`config.mk`:
```
export PLATFORM = sky130hd
export DESIGN_NAME = conv_controller
export DESIGN_NICKNAME = d
export VERILOG_FILES = /design/src/rtl/conv_pkg.sv /design/src/rtl/beat_counter.sv /design/src/rtl/conv_controller.sv
export SDC_FILE = /design/constraint.sdc
export NUM_CORES = 1
export LEC_CHECK = 0
export BUFFER_PORTS_ARGS = -buffer_cell sky130_fd_sc_hd__buf_2
export CELL_PAD_IN_SITES_DETAIL_PLACEMENT = 2
export CELL_PAD_IN_SITES_GLOBAL_PLACEMENT = 2
export CORE_UTILIZATION = 22
export CTS_CLUSTER_SIZE = 40
export DETAILED_ROUTE_END_ITERATION = 16
export GPL_TIMING_DRIVEN = 1
export PLACE_DENSITY = 0.81
export RECOVER_POWER = 25
export SLEW_MARGIN = 20
export SYNTH_ARGS = -nofsm -noshare
export SYNTH_HDL_FRONTEND = slang
export SYNTH_SLANG_ARGS = --single-unit
```
`constraint.sdc`:
```
create_clock -name clk -period 2.44 [get_ports clk]
set_input_delay 0.244 -clock clk [delete_from_list [all_inputs] [get_ports clk]]
set_output_delay 0.244 -clock clk [all_outputs]
set_load 0.005 [all_outputs]
```
`src/rtl/conv_pkg.sv`:
```
// Shared types and constants for the convolution control path.
package conv_pkg;

    typedef enum logic [3:0] {
        IDLE, INIT, LOAD_F, OFS_CLR, LOAD_MB, LOAD_WB,
        MAC, ACC, CHK, WRITE, SHIFT, FIN
    } state_t;

    localparam logic [1:0] SEL_FILTER = 2'b00;
    localparam logic [1:0] SEL_IMAGE  = 2'b01;
    localparam logic [1:0] SEL_RESULT = 2'b10;

    // The datapath raises raDone on the last of these taps.
    localparam int MAC_TAPS = 16;

    typedef struct packed {
        logic [1:0] base_addr_sel;
        logic [1:0] offset_mode;
        logic       offset_act;
        logic       offset_rst;
        logic       mem_ren;
        logic       mem_wen;
        logic       fbl_rst;
        logic       fbl_act;
        logic       fil_buf_rst;
        logic       fil_buf_ld;
        logic       fill_buf_isel;
        logic       mb_rst;
        logic       mb_shift;
        logic       mb_write;
        logic       mbl_rst;
        logic       mbl_act;
        logic       mbc_rst;
        logic       mbc_en;
        logic       wb_rst;
        logic       wb_ld;
        logic       ra_act;
        logic       mac_rst;
        logic       mac_act;
        logic       mac_clear;
        logic       rb_rst;
        logic       rb_en;
        logic       rb_clear;
        logic       busy;
        logic       done;
    } ctrl_t;

    // Quiescent strobe set: everything low, address/mode pointing at the image.
    function automatic ctrl_t ctrl_default();
        ctrl_t c;
        c               = '0;
        c.base_addr_sel = SEL_IMAGE;
        c.offset_mode   = SEL_IMAGE;
        return c;
    endfunction

endpackage

```
`src/rtl/beat_counter.sv`:
```
// Memory-beat counter for the load states; wrap marks the last beat.
module beat_counter #(
    parameter int LOAD_BEATS = 4
) (
    input  logic clk,
    input  logic rst,
    input  logic clr,
    input  logic en,
    output logic wrap
);

    localparam int CW = (LOAD_BEATS > 1) ? $clog2(LOAD_BEATS) : 1;
    localparam logic [CW-1:0] LAST = CW'(LOAD_BEATS - 1);

    logic [CW-1:0] cnt;

    assign wrap = (cnt == LAST);

    always_ff @(posedge clk or posedge rst) begin
        if (rst)
            cnt <= '0;
        else if (clr)
            cnt <= '0;
        else if (en)
            cnt <= wrap ? '0 : cnt + CW'(1);
    end

endmodule

```
`src/rtl/conv_controller.sv`:
```
// Run sequencer for the convolution datapath: filter load, buffer fill,
// windowed 16-tap MAC, result collection/write-back and window shift.
module conv_controller
    import conv_pkg::*;
#(
    parameter int LOAD_BEATS = 4
) (
    input  logic       clk,
    input  logic       rst,
    input  logic       start,
    input  logic       offsetDone,
    input  logic       mbcZero,
    input  logic       raDone,
    input  logic       rbFull,
    output logic [1:0] baseAddrSel,
    output logic [1:0] offsetMode,
    output logic       offsetAct,
    output logic       offsetRst,
    output logic       memREn,
    output logic       memWEn,
    output logic       fblRst,
    output logic       fblAct,
    output logic       filBufRst,
    output logic       filBufLd,
    output logic       fillBufISel,
    output logic       mbRst,
    output logic       mbShift,
    output logic       mbWrite,
    output logic       mblRst,
    output logic       mblAct,
    output logic       mbcRst,
    output logic       mbcEn,
    output logic       wbRst,
    output logic       wbLd,
    output logic       raAct,
    output logic       macRst,
    output logic       macAct,
    output logic       macClear,
    output logic       rbRst,
    output logic       rbEn,
    output logic       rbClear,
    output logic       busy,
    output logic       done
);

    state_t state, state_nx;
    ctrl_t  ctrl;
    logic   beat_wrap;
    logic   beat_en;
    logic   beat_clr;

    // Counter runs only in the two load states and restarts on every entry.
    assign beat_en  = (state == LOAD_F) || (state == LOAD_MB);
    assign beat_clr = (state_nx != state) && ((state_nx == LOAD_F) || (state_nx == LOAD_MB));

    beat_counter #(.LOAD_BEATS(LOAD_BEATS)) u_beat (
        .clk  (clk),
        .rst  (rst),
        .clr  (beat_clr),
        .en   (beat_en),
        .wrap (beat_wrap)
    );

    always_ff @(posedge clk or posedge rst) begin
        if (rst)
            state <= IDLE;
        else
            state <= state_nx;
    end

    always_comb begin
        state_nx  = state;
        ctrl      = ctrl_default();
        ctrl.busy = (state != IDLE);
        case (state)
            IDLE: begin
                if (start) state_nx = INIT;
            end
            INIT: begin
                ctrl.offset_rst  = 1'b1;
                ctrl.fbl_rst     = 1'b1;
                ctrl.fil_buf_rst = 1'b1;
                ctrl.mb_rst      = 1'b1;
                ctrl.mbl_rst     = 1'b1;
                ctrl.mbc_rst     = 1'b1;
                ctrl.wb_rst      = 1'b1;
                ctrl.mac_rst     = 1'b1;
                ctrl.rb_rst      = 1'b1;
                state_nx         = LOAD_F;
            end
            LOAD_F: begin
                ctrl.base_addr_sel = SEL_FILTER;
                ctrl.offset_mode   = SEL_FILTER;
                ctrl.mem_ren       = 1'b1;
                ctrl.offset_act    = 1'b1;
                ctrl.fil_buf_ld    = 1'b1;
                ctrl.fill_buf_isel = 1'b1;
                ctrl.fbl_act       = 1'b1;
                if (beat_wrap) state_nx = OFS_CLR;
            end
            OFS_CLR: begin
                // Filter and image share one offset generator; rewind it.
                ctrl.offset_rst = 1'b1;
                state_nx        = LOAD_MB;
            end
            LOAD_MB: begin
                ctrl.mem_ren    = 1'b1;
                ctrl.offset_act = 1'b1;
                ctrl.mb_write   = 1'b1;
                ctrl.mbl_act    = 1'b1;
                if (beat_wrap) state_nx = LOAD_WB;
            end
            LOAD_WB: begin
                ctrl.wb_ld = 1'b1;
                state_nx   = MAC;
            end
            MAC: begin
                ctrl.ra_act  = 1'b1;
                ctrl.mac_act = 1'b1;
                if (raDone) state_nx = ACC;
            end
            ACC: begin
                ctrl.rb_en     = 1'b1;
                ctrl.mac_clear = 1'b1;
                state_nx       = CHK;
            end
            CHK: begin
                // Flush pending results before honouring end-of-image.
                if (rbFull)          state_nx = WRITE;
                else if (offsetDone) state_nx = FIN;
                else if (mbcZero)    state_nx = LOAD_MB;
                else                 state_nx = SHIFT;
            end
            WRITE: begin
                ctrl.base_addr_sel = SEL_RESULT;
                ctrl.offset_mode   = SEL_RESULT;
                ctrl.mem_wen       = 1'b1;
                ctrl.offset_act    = 1'b1;
                ctrl.rb_clear      = 1'b1;
                state_nx           = CHK;
            end
            SHIFT: begin
                ctrl.mb_shift = 1'b1;
                ctrl.mbc_en   = 1'b1;
                state_nx      = LOAD_WB;
            end
            FIN: begin
                ctrl.done = 1'b1;
                state_nx  = IDLE;
            end
            default: state_nx = IDLE;
        endcase
    end

    assign baseAddrSel = ctrl.base_addr_sel;
    assign offsetMode  = ctrl.offset_mode;
    assign offsetAct   = ctrl.offset_act;
    assign offsetRst   = ctrl.offset_rst;
    assign memREn      = ctrl.mem_ren;
    assign memWEn      = ctrl.mem_wen;
    assign fblRst      = ctrl.fbl_rst;
    assign fblAct      = ctrl.fbl_act;
    assign filBufRst   = ctrl.fil_buf_rst;
    assign filBufLd    = ctrl.fil_buf_ld;
    assign fillBufISel = ctrl.fill_buf_isel;
    assign mbRst       = ctrl.mb_rst;
    assign mbShift     = ctrl.mb_shift;
    assign mbWrite     = ctrl.mb_write;
    assign mblRst      = ctrl.mbl_rst;
    assign mblAct      = ctrl.mbl_act;
    assign mbcRst      = ctrl.mbc_rst;
    assign mbcEn       = ctrl.mbc_en;
    assign wbRst       = ctrl.wb_rst;
    assign wbLd        = ctrl.wb_ld;
    assign raAct       = ctrl.ra_act;
    assign macRst      = ctrl.mac_rst;
    assign macAct      = ctrl.mac_act;
    assign macClear    = ctrl.mac_clear;
    assign rbRst       = ctrl.rb_rst;
    assign rbEn        = ctrl.rb_en;
    assign rbClear     = ctrl.rb_clear;
    assign busy        = ctrl.busy;
    assign done        = ctrl.done;

endmodule

```
==> results of run 1 <==
==> tightest hold or removal path, stage by stage <==
cell	delay, ns
buf_2	0.08
a211oi_1	0.11
o21ai_1	0.09
==> what timing repair did <==
action	in CTS	in global routing
hold buffers	1	0
resized for setup	0	0
hold endpoints to repair	6	0
==> how the worst max path moves through the flow <==
stage | to | cells after the start
finish | mbRst | 3
floorplan | filBufRst | 4
global placement | rbRst | 3
CTS | mbRst | 3
global route | mbRst | 3
detailed placement | mbRst | 3
==> metal layers <==
layer / vias to the layer above / share of wire / GRT usage
met4: 0 / 0.0074 / 0.0513
li1: 286 / - / -
met5: - / 0 / 0
met1: 293 / 0.39 / 0.153
met3: 2 / 0.061 / 0.0333
met2: 23 / 0.54 / 0.219
==> sequential cells by signal (all words and copies together) (netlist names) <==
| signal | flops |
|---|---|
| u_beat.cnt | 2 |
| state | 4 |
==> area by class of cell <==
class | count | area, sq um
sequential | 6 | 150
clock buffer | 3 | 22.5
fill | 317 | 1860
timing repair buffer | 38 | 194
inverter | 2 | 7.51
tap | 30 | 37.5
multi-input combinational | 49 | 297
==> stage by stage <==
| step | setup slack (ns) | cells |
|---|---|---|
| floorplan | 0.667 | 80 |
| global placement | 0.738 | 124 |
| detailed placement | 0.612 | 124 |
| CTS | 0.336 | 128 |
| global route | 0.0563 | 128 |
| finish | 0.400 | 128 |
==> logic make-up (layout without fill, tap and decap cells) <==
family	after synthesis	count (layout)	share of synthesized area
simple gates	33	33	0.281
buf+inv	25	43	0.273
compound gates	12	12	0.136
flops	6	6	0.244
xor+xnor	2	2	0.0285
fa+ha+maj	1	1	0.0204
mux	1	1	0.0163
==> report_power, final <==
| group | leakage [uW] | switching (uW) | internal, uW | total, uW |
|---|---|---|---|---|
| Combinational | 0.000301 | 294 | 276 | 571 |
| Clock | 0.0000138 | 35.6 | 55.6 | 91.2 |
| Sequential | 0.0000762 | 111 | 146 | 257 |
==> cells in the final DEF, fill, tap and decap left out, types with 2 or more instances in the layout <==
master     n
nand2b_1   6
or3_1      2
a211oi_1   4
dfrtp_1    6
nand2_1    3
o21ai_1    2
clkbuf_4   3
inv_1      2
buf_2     36
nor3_1     4
nor2_1    11
a21oi_1    3
==> impl_results.md, run 1 <==
- Worst-Margin Slew: 0.585 ns
- Routed Wire Length: 1750 um
- Share of the synthesized area in the top cell type: 0.244
- Gpl congestion: 0.762
- Post-synth top cells: buf_4, nor2_1, dfrtp_1, nand2b_1
- Status: complete, no violations
- PD cells: 1300 nW/um^2
- Total track usage: 0.129
- DRT iter0 DRCs: 11
- Worst EP arrival: 1.80 ns
- R2R Setup Slk: 0.74 ns
- Sequential area share after synthesis: 0.244
- Hold wc startpoint: raDone
- Final worst path period share: 0.836
- Setup TNS: 0 ns
- Final setup viols: 0
- Total leakage power: 0.000391 uW
- Number of buffers created by CTS: 3
- CP endpoint kind: output port
- Critical path's top delay family: simple AND/OR/NAND/NOR gates
- Gr ovfl total: 0
- CTS tree: done
- Worst Path Max Fanout: 15
- Max IR drop VDD: 0.000403 V
- Final core utilization: 0.276
- Master of the slowest instance on the critical path: dfrtp_1
- Chip height: 54.8 um
- Critical R2R Capture: u_beat.cnt[0]$_DFFE_PP0P_
- Synth Register Bits: 6
- Root buf cell: clkbuf_4
- Ys Warns: 0
- Nets@finish: 108
- DRT antenna net count: 0
- Fin area: 708 sq um
- Synth Instances: 80
- First drt pass iteration count: 3
- Row cnt: 18
- DP HPWL: 1440 um
- Synth Flop Type: dfrtp_1
- ANT cells: 0
- Worst slew margin: 0.607
- Initial antenna violation count: 0
- CP max stage delay: 0.61 ns
- Core ar.: 2570 sq um
- PortBufs: 37
- Layout area overhead: 15.3%
- FF-to-FF path depth: 4
- First-pass GRT wire length: 2660 um
- Total power: 919 uW
- Critical path class: reg2out
- Setup bufs post-CTS: 0
- Bufs on Longest Clock Path: 2
- I/O Pins: 38
- Max-cap viol count: 0
- Area leader, netlist: dfrtp_1
- Clk slew on worst S/H paths: 0.05 ns
- Post-synth ARST share: 1.00
- Worst EP required: 2.20 ns
- Count leader, synth: buf_4
- Post-synth EDFFs: 0
- Die width: 54.8 um
- Library cells used by synthesis: 28
- Vias in the first global route: 568
- Buf/Inv on CP: 1
- Syn_area_per_cell: 7.68 sq um
- Clock skew: 0.0103 ns
- Initial cell density of the core: 0.239
- Die ar.: 3010 sq um
- Max Clk Rate: 490 MHz
- WHS: 0.323 ns
- Hold depth: 3
- Drc violations: 0
- Wire per inst: 13.6 um
- Synth area leaders: dfrtp_1, buf_4, nor2_1, nand2b_1, a211oi_1
- CTS Sinks: 6
- Worst-Skew Late Latency: 0.25 ns
- Tmin final: 2.04 ns
- Share of cells above drive strength 1: 0.408
- Critical path launch point: state[0]$_DFF_PP0_
- Startpoint Class: flip-flop
- Final slew viol count: 0
- Largest net degree at the start of global routing: 16
- Placement-stage cell area: 677 sq um
- RR Startpoint: state[1]$_DFF_PP0_
- RSZ-0062 raised after global routing: false
- Final hold violations: 0
- Via count: 604
- Hold path endpoint: state[0]$_DFF_PP0_
- Via/cell ratio: 4.72
- Type of the most critical hold path: in2reg
- Synthesized area: 614 sq um
- Syn_nets: 88
- CTS H-tree depth: 1
- Crit path cell chain: nand2b_1 -> nor3_1 -> buf_2
No activity file was read; power rests on OpenSTA's default activity.
==> inputs of run 2 (changes only) <==
--- a/config.mk
+++ b/config.mk
@@ -5,14 +5,15 @@
 export SDC_FILE = /design/constraint.sdc
 export NUM_CORES = 1
 export LEC_CHECK = 0
+export ABC_AREA = 1
 export BUFFER_PORTS_ARGS = -buffer_cell sky130_fd_sc_hd__buf_2
 export CELL_PAD_IN_SITES_DETAIL_PLACEMENT = 2
 export CELL_PAD_IN_SITES_GLOBAL_PLACEMENT = 2
-export CORE_UTILIZATION = 22
+export CORE_UTILIZATION = 18
 export CTS_CLUSTER_SIZE = 40
 export DETAILED_ROUTE_END_ITERATION = 16
 export GPL_TIMING_DRIVEN = 1
-export PLACE_DENSITY = 0.81
+export PLACE_DENSITY = 0.74
 export RECOVER_POWER = 25
 export SLEW_MARGIN = 20
 export SYNTH_ARGS = -nofsm -noshare
==> constraint.sdc (replaced) <==
create_clock -name clk -period 1.8 [get_ports clk]
set_input_delay 0.18 -clock clk [delete_from_list [all_inputs] [get_ports clk]]
set_output_delay 0.18 -clock clk [all_outputs]
set_load 0.005 [all_outputs]
==> impl_results.md, run 2 <==
- Total track usage: 0.105 (was 0.129)
- WHS: 0.266 ns (was 0.323 ns)
- Tmin final: 1.64 ns
- Layout area overhead: 21.3% (was 15.3%)
- DRT antenna net count: 0 (unchanged)
- Count leader, synth: nand2_1 (was buf_4)
- Synth Flop Type: dfrtp_1 (unchanged)
- Number of buffers created by CTS: 3 (unchanged)
- R2R Setup Slk: 0.36 ns (was 0.74 ns)
- Row cnt: 21 (was 18)
- Critical path's top delay family: simple AND/OR/NAND/NOR gates (unchanged)
- Die ar.: 3900 sq um (was 3010 sq um)
- Pre-CTS WS: 0.375 ns (was 0.612 ns)
- Post-route worst setup slack: 0.160 ns (was 0.400 ns)
- CTS Sinks: 6 (unchanged)
- Sequential area share after synthesis: 0.228 (was 0.244)
- Switching share of power: 0.534 (was 0.480)
- Syn_nets: 113 (was 88)
- Type of the most critical hold path: in2reg (unchanged)
- Buf/Inv on CP: 2 (was 1)
- Syn_area_per_cell: 6.27 sq um (was 7.68 sq um)
- Final worst path period share: 0.911
- Hold wc startpoint: rbFull (was raDone)
- Max Clk Rate: 610 MHz
- FF-to-FF path depth: 7 (was 4)
- Critical R2R Capture: u_beat.cnt[0]$_DFFE_PP0P_ (unchanged)
- Final slew viol count: 0 (unchanged)
- Post-synth EDFFs: 0 (unchanged)
- CTS tree: done (unchanged)
- Worst Path Max Fanout: 6 (was 15)
- Synth area leaders: dfrtp_1, buf_4, nand2_1, nor2_1, inv_1 (was dfrtp_1, buf_4, nor2_1, nand2b_1, a211oi_1)
- Part of the power in the clock network: 0.089 (was 0.099)
- Clk slew on worst S/H paths: 0.05 ns (about the same)
- Share of cells above drive strength 1: 0.419 (was 0.408)
- RSZ-0062 raised after global routing: false (unchanged)
- Drc violations: 0 (unchanged)
- First-pass GRT wire length: 3220 um (was 2660 um)
- Clock skew: 0.00797 ns (was 0.0103 ns)
- Register area: 150 sq um (unchanged)
- Via count: 702 (was 604)
- Setup TNS: 0 ns (unchanged)
- First drt pass iteration count: 3 (unchanged)
- Worst EP arrival: 1.46 ns (was 1.80 ns)
- I/O Pins: 38 (unchanged)
- Synthesized area: 658 sq um (was 614 sq um)
- Max IR drop VDD: 0.000222 V (was 0.000403 V)
- Nets@finish: 139 (was 108)
- Gpl congestion: 0.788 (was 0.762)
- Critical path class: reg2out (unchanged)
- Seq pwr share: 0.187 (was 0.280)
- Worst-Margin Slew: 0.350 ns (was 0.585 ns)
- Worst-Skew Late Latency: 0.24 ns (was 0.25 ns)
- Via/cell ratio: 4.01 (was 4.72)
- Max reg flops: 4 (unchanged)
- # placed instances: 171 (was 124)
- Combinational Power Share: 0.724 (was 0.621)
- Area leader, netlist: dfrtp_1 (unchanged)
- Final hold violations: 0 (unchanged)
- Worst slew margin: 0.766 (was 0.607)
- Post-cts resize count: 0 (unchanged)
- Total leakage power: 0.000514 uW (was 0.000391 uW)
- Bufs on Longest Clock Path: 2 (unchanged)
- DP HPWL: 1740 um (was 1440 um)
- ANT cells: 0 (unchanged)
- Final std cells w/o fill: 175 (was 128)
- Biggest register: state (unchanged)
- PD cells: 1730 nW/um^2 (was 1300 nW/um^2)
- RR Startpoint: state[2]$_DFF_PP0_ (was state[1]$_DFF_PP0_)
- DRT iter0 DRCs: 2 (was 11)
- CP max stage delay: 0.42 ns (was 0.61 ns)
- PortBufs: 37 (unchanged)
- Vias in the first global route: 733 (was 568)
- Commonest non-fill, non-tap cell in the layout: buf_2 (unchanged)
- Library cells used by synthesis: 15 (was 28)
- Final setup viols: 0 (unchanged)
- Routed Wire Length: 1990 um (was 1750 um)
- Root buf cell: clkbuf_4 (unchanged)
- Hold depth: 4 (was 3)
- Area taken by multi-input logic gates: 317 sq um (was 297 sq um)
- Max-cap viol count: 0 (unchanged)
- Switching power: 739 uW (was 441 uW)
- Initial antenna violation count: 0 (unchanged)
- Largest net degree at the start of global routing: 9 (was 16)
- Biggest regs: state x4, u_beat.cnt x2 (unchanged)
- Post-synth ARST share: 1.00 (unchanged)
- Most frequent cells in the layout: buf_2, nand2_1, nor2_1 (was buf_2, nor2_1, nand2b_1, dfrtp_1)
- Synth Instances: 105 (was 80)
- Crit path cell chain: inv_2 -> nand2_1 -> nor2_1 -> nor2_1 -> nand2_1 -> buf_2 (was nand2b_1 -> nor3_1 -> buf_2)
- Synth Register Bits: 6 (unchanged)
- Initial cell density of the core: 0.193 (was 0.239)
- Die width: 62.5 um (was 54.8 um)
- Chip height: 62.5 um (was 54.8 um)
- Gr ovfl total: 0 (unchanged)
- Wire per inst: 11.4 um (was 13.6 um)
- Fill cells: 437 (was 317)
- Worst EP required: 1.62 ns (was 2.20 ns)
- Startpoint Class: flip-flop (unchanged)
- CP endpoint kind: output port (unchanged)
- Master of the slowest instance on the critical path: dfrtp_1 (unchanged)
- Ys Warns: 0 (unchanged)
- Share of the synthesized area in the top cell type: 0.228 (was 0.244)
- Setup bufs post-CTS: 0 (unchanged)
- Status: complete, no violations (unchanged)
- Hold path endpoint: state[1]$_DFF_PP0_ (was state[0]$_DFF_PP0_)
- CTS H-tree depth: 1 (unchanged)
- Core ar.: 3420 sq um (was 2570 sq um)
- Post-synth top cells: nand2_1, nor2_1, buf_4 (was buf_4, nor2_1, dfrtp_1, nand2b_1)
- Internal Power: 645 uW (was 478 uW)
==> run 2: cell types whose count changed after synthesis, sizes merged, moves of 2 or more <==
cell,before,now
nor3,4,0
nand2,3,29
nand3,0,7
buf,20,17
inv,2,15
clkbuf,3,0
or3,2,0
nor2,11,24
a211oi,4,0
nand2b,6,0
==> run 2: per-stage QoR <==
stage	cell area, sq um	utilization	total power [uW]
final	798	0.234	1380
after global routing	798	0.234	1530
after CTS	806	0.236	1430
after detailed placement	773	0.226	1290
after global placement	773	0.226	1250
after floorplan	658	-	1040
==> run 2: cells by family (layout without fill, tap and decap cells) <==
| logic type | after synthesis | in the layout | synth area share |
|---|---|---|---|
| fa+ha+maj | 1 | 1 | 0.0190 |
| buf+inv | 32 | 56 | 0.279 |
| simple gates | 60 | 60 | 0.428 |
| flops | 6 | 6 | 0.228 |
| compound gates | 6 | 6 | 0.0456 |
==> run 2: repair_timing <==
action,CTS,global route
endpoints found under the hold margin,6,0
hold buffers,1,0
setup endpoints to repair,0,0
==> run 2: worst reg2reg max path: cells and delay by family, from the launching register on <==
family | cells | cell delay (ns)
AOI/OAI and AO/OA | 1 | 0.14
buffers and inverters | 1 | 0.10
DFF | 1 | 0.42
and+or+nand+nor | 5 | 0.70
==> run 2: worst max-delay path by stage <==
stage                  startpoint                         to  slack, ns  cells after the start
6_report       state[2]$_DFF_PP0_                  offsetAct       0.16                      6
5_1_grt        state[2]$_DFF_PP0_                  offsetAct       0.01                      6
4_1_cts        state[2]$_DFF_PP0_                  offsetAct       0.13                      6
3_5_place_dp   state[2]$_DFF_PP0_  u_beat.cnt[0]$_DFFE_PP0P_       0.37                      8
3_3_place_gp   state[1]$_DFF_PP0_  u_beat.cnt[1]$_DFFE_PP0P_       0.42                      7
2_1_floorplan  state[1]$_DFF_PP0_              offsetMode[0]       0.49                      5
==> run 2: power by group through the flow <==
stage	logic (uW)	registers (uW)	clock network [uW]
final	1000	259	123
after global routing	1140	265	131
after CTS	1040	258	130
after detailed placement	1030	260	0
after global placement	1000	252	0
after floorplan	794	245	0
==> run 2: cell type report <==
cell class / count / area share
well taps: 46 / 0.0721
multi-input cells: 67 / 0.397
clock buffers: 3 / 0.0282
repair buffers: 38 / 0.245
inverters: 15 / 0.0705
flip-flops and latches: 6 / 0.188
==> run 2: per-layer routing <==
layer / vias up / share of wire / GRT usage
li1: 346 / - / -
met1: 324 / 0.41 / 0.109
met2: 30 / 0.50 / 0.190
met3: 2 / 0.071 / 0.0201
met4: 0 / 0.014 / 0.0698
met5: - / 0 / 0
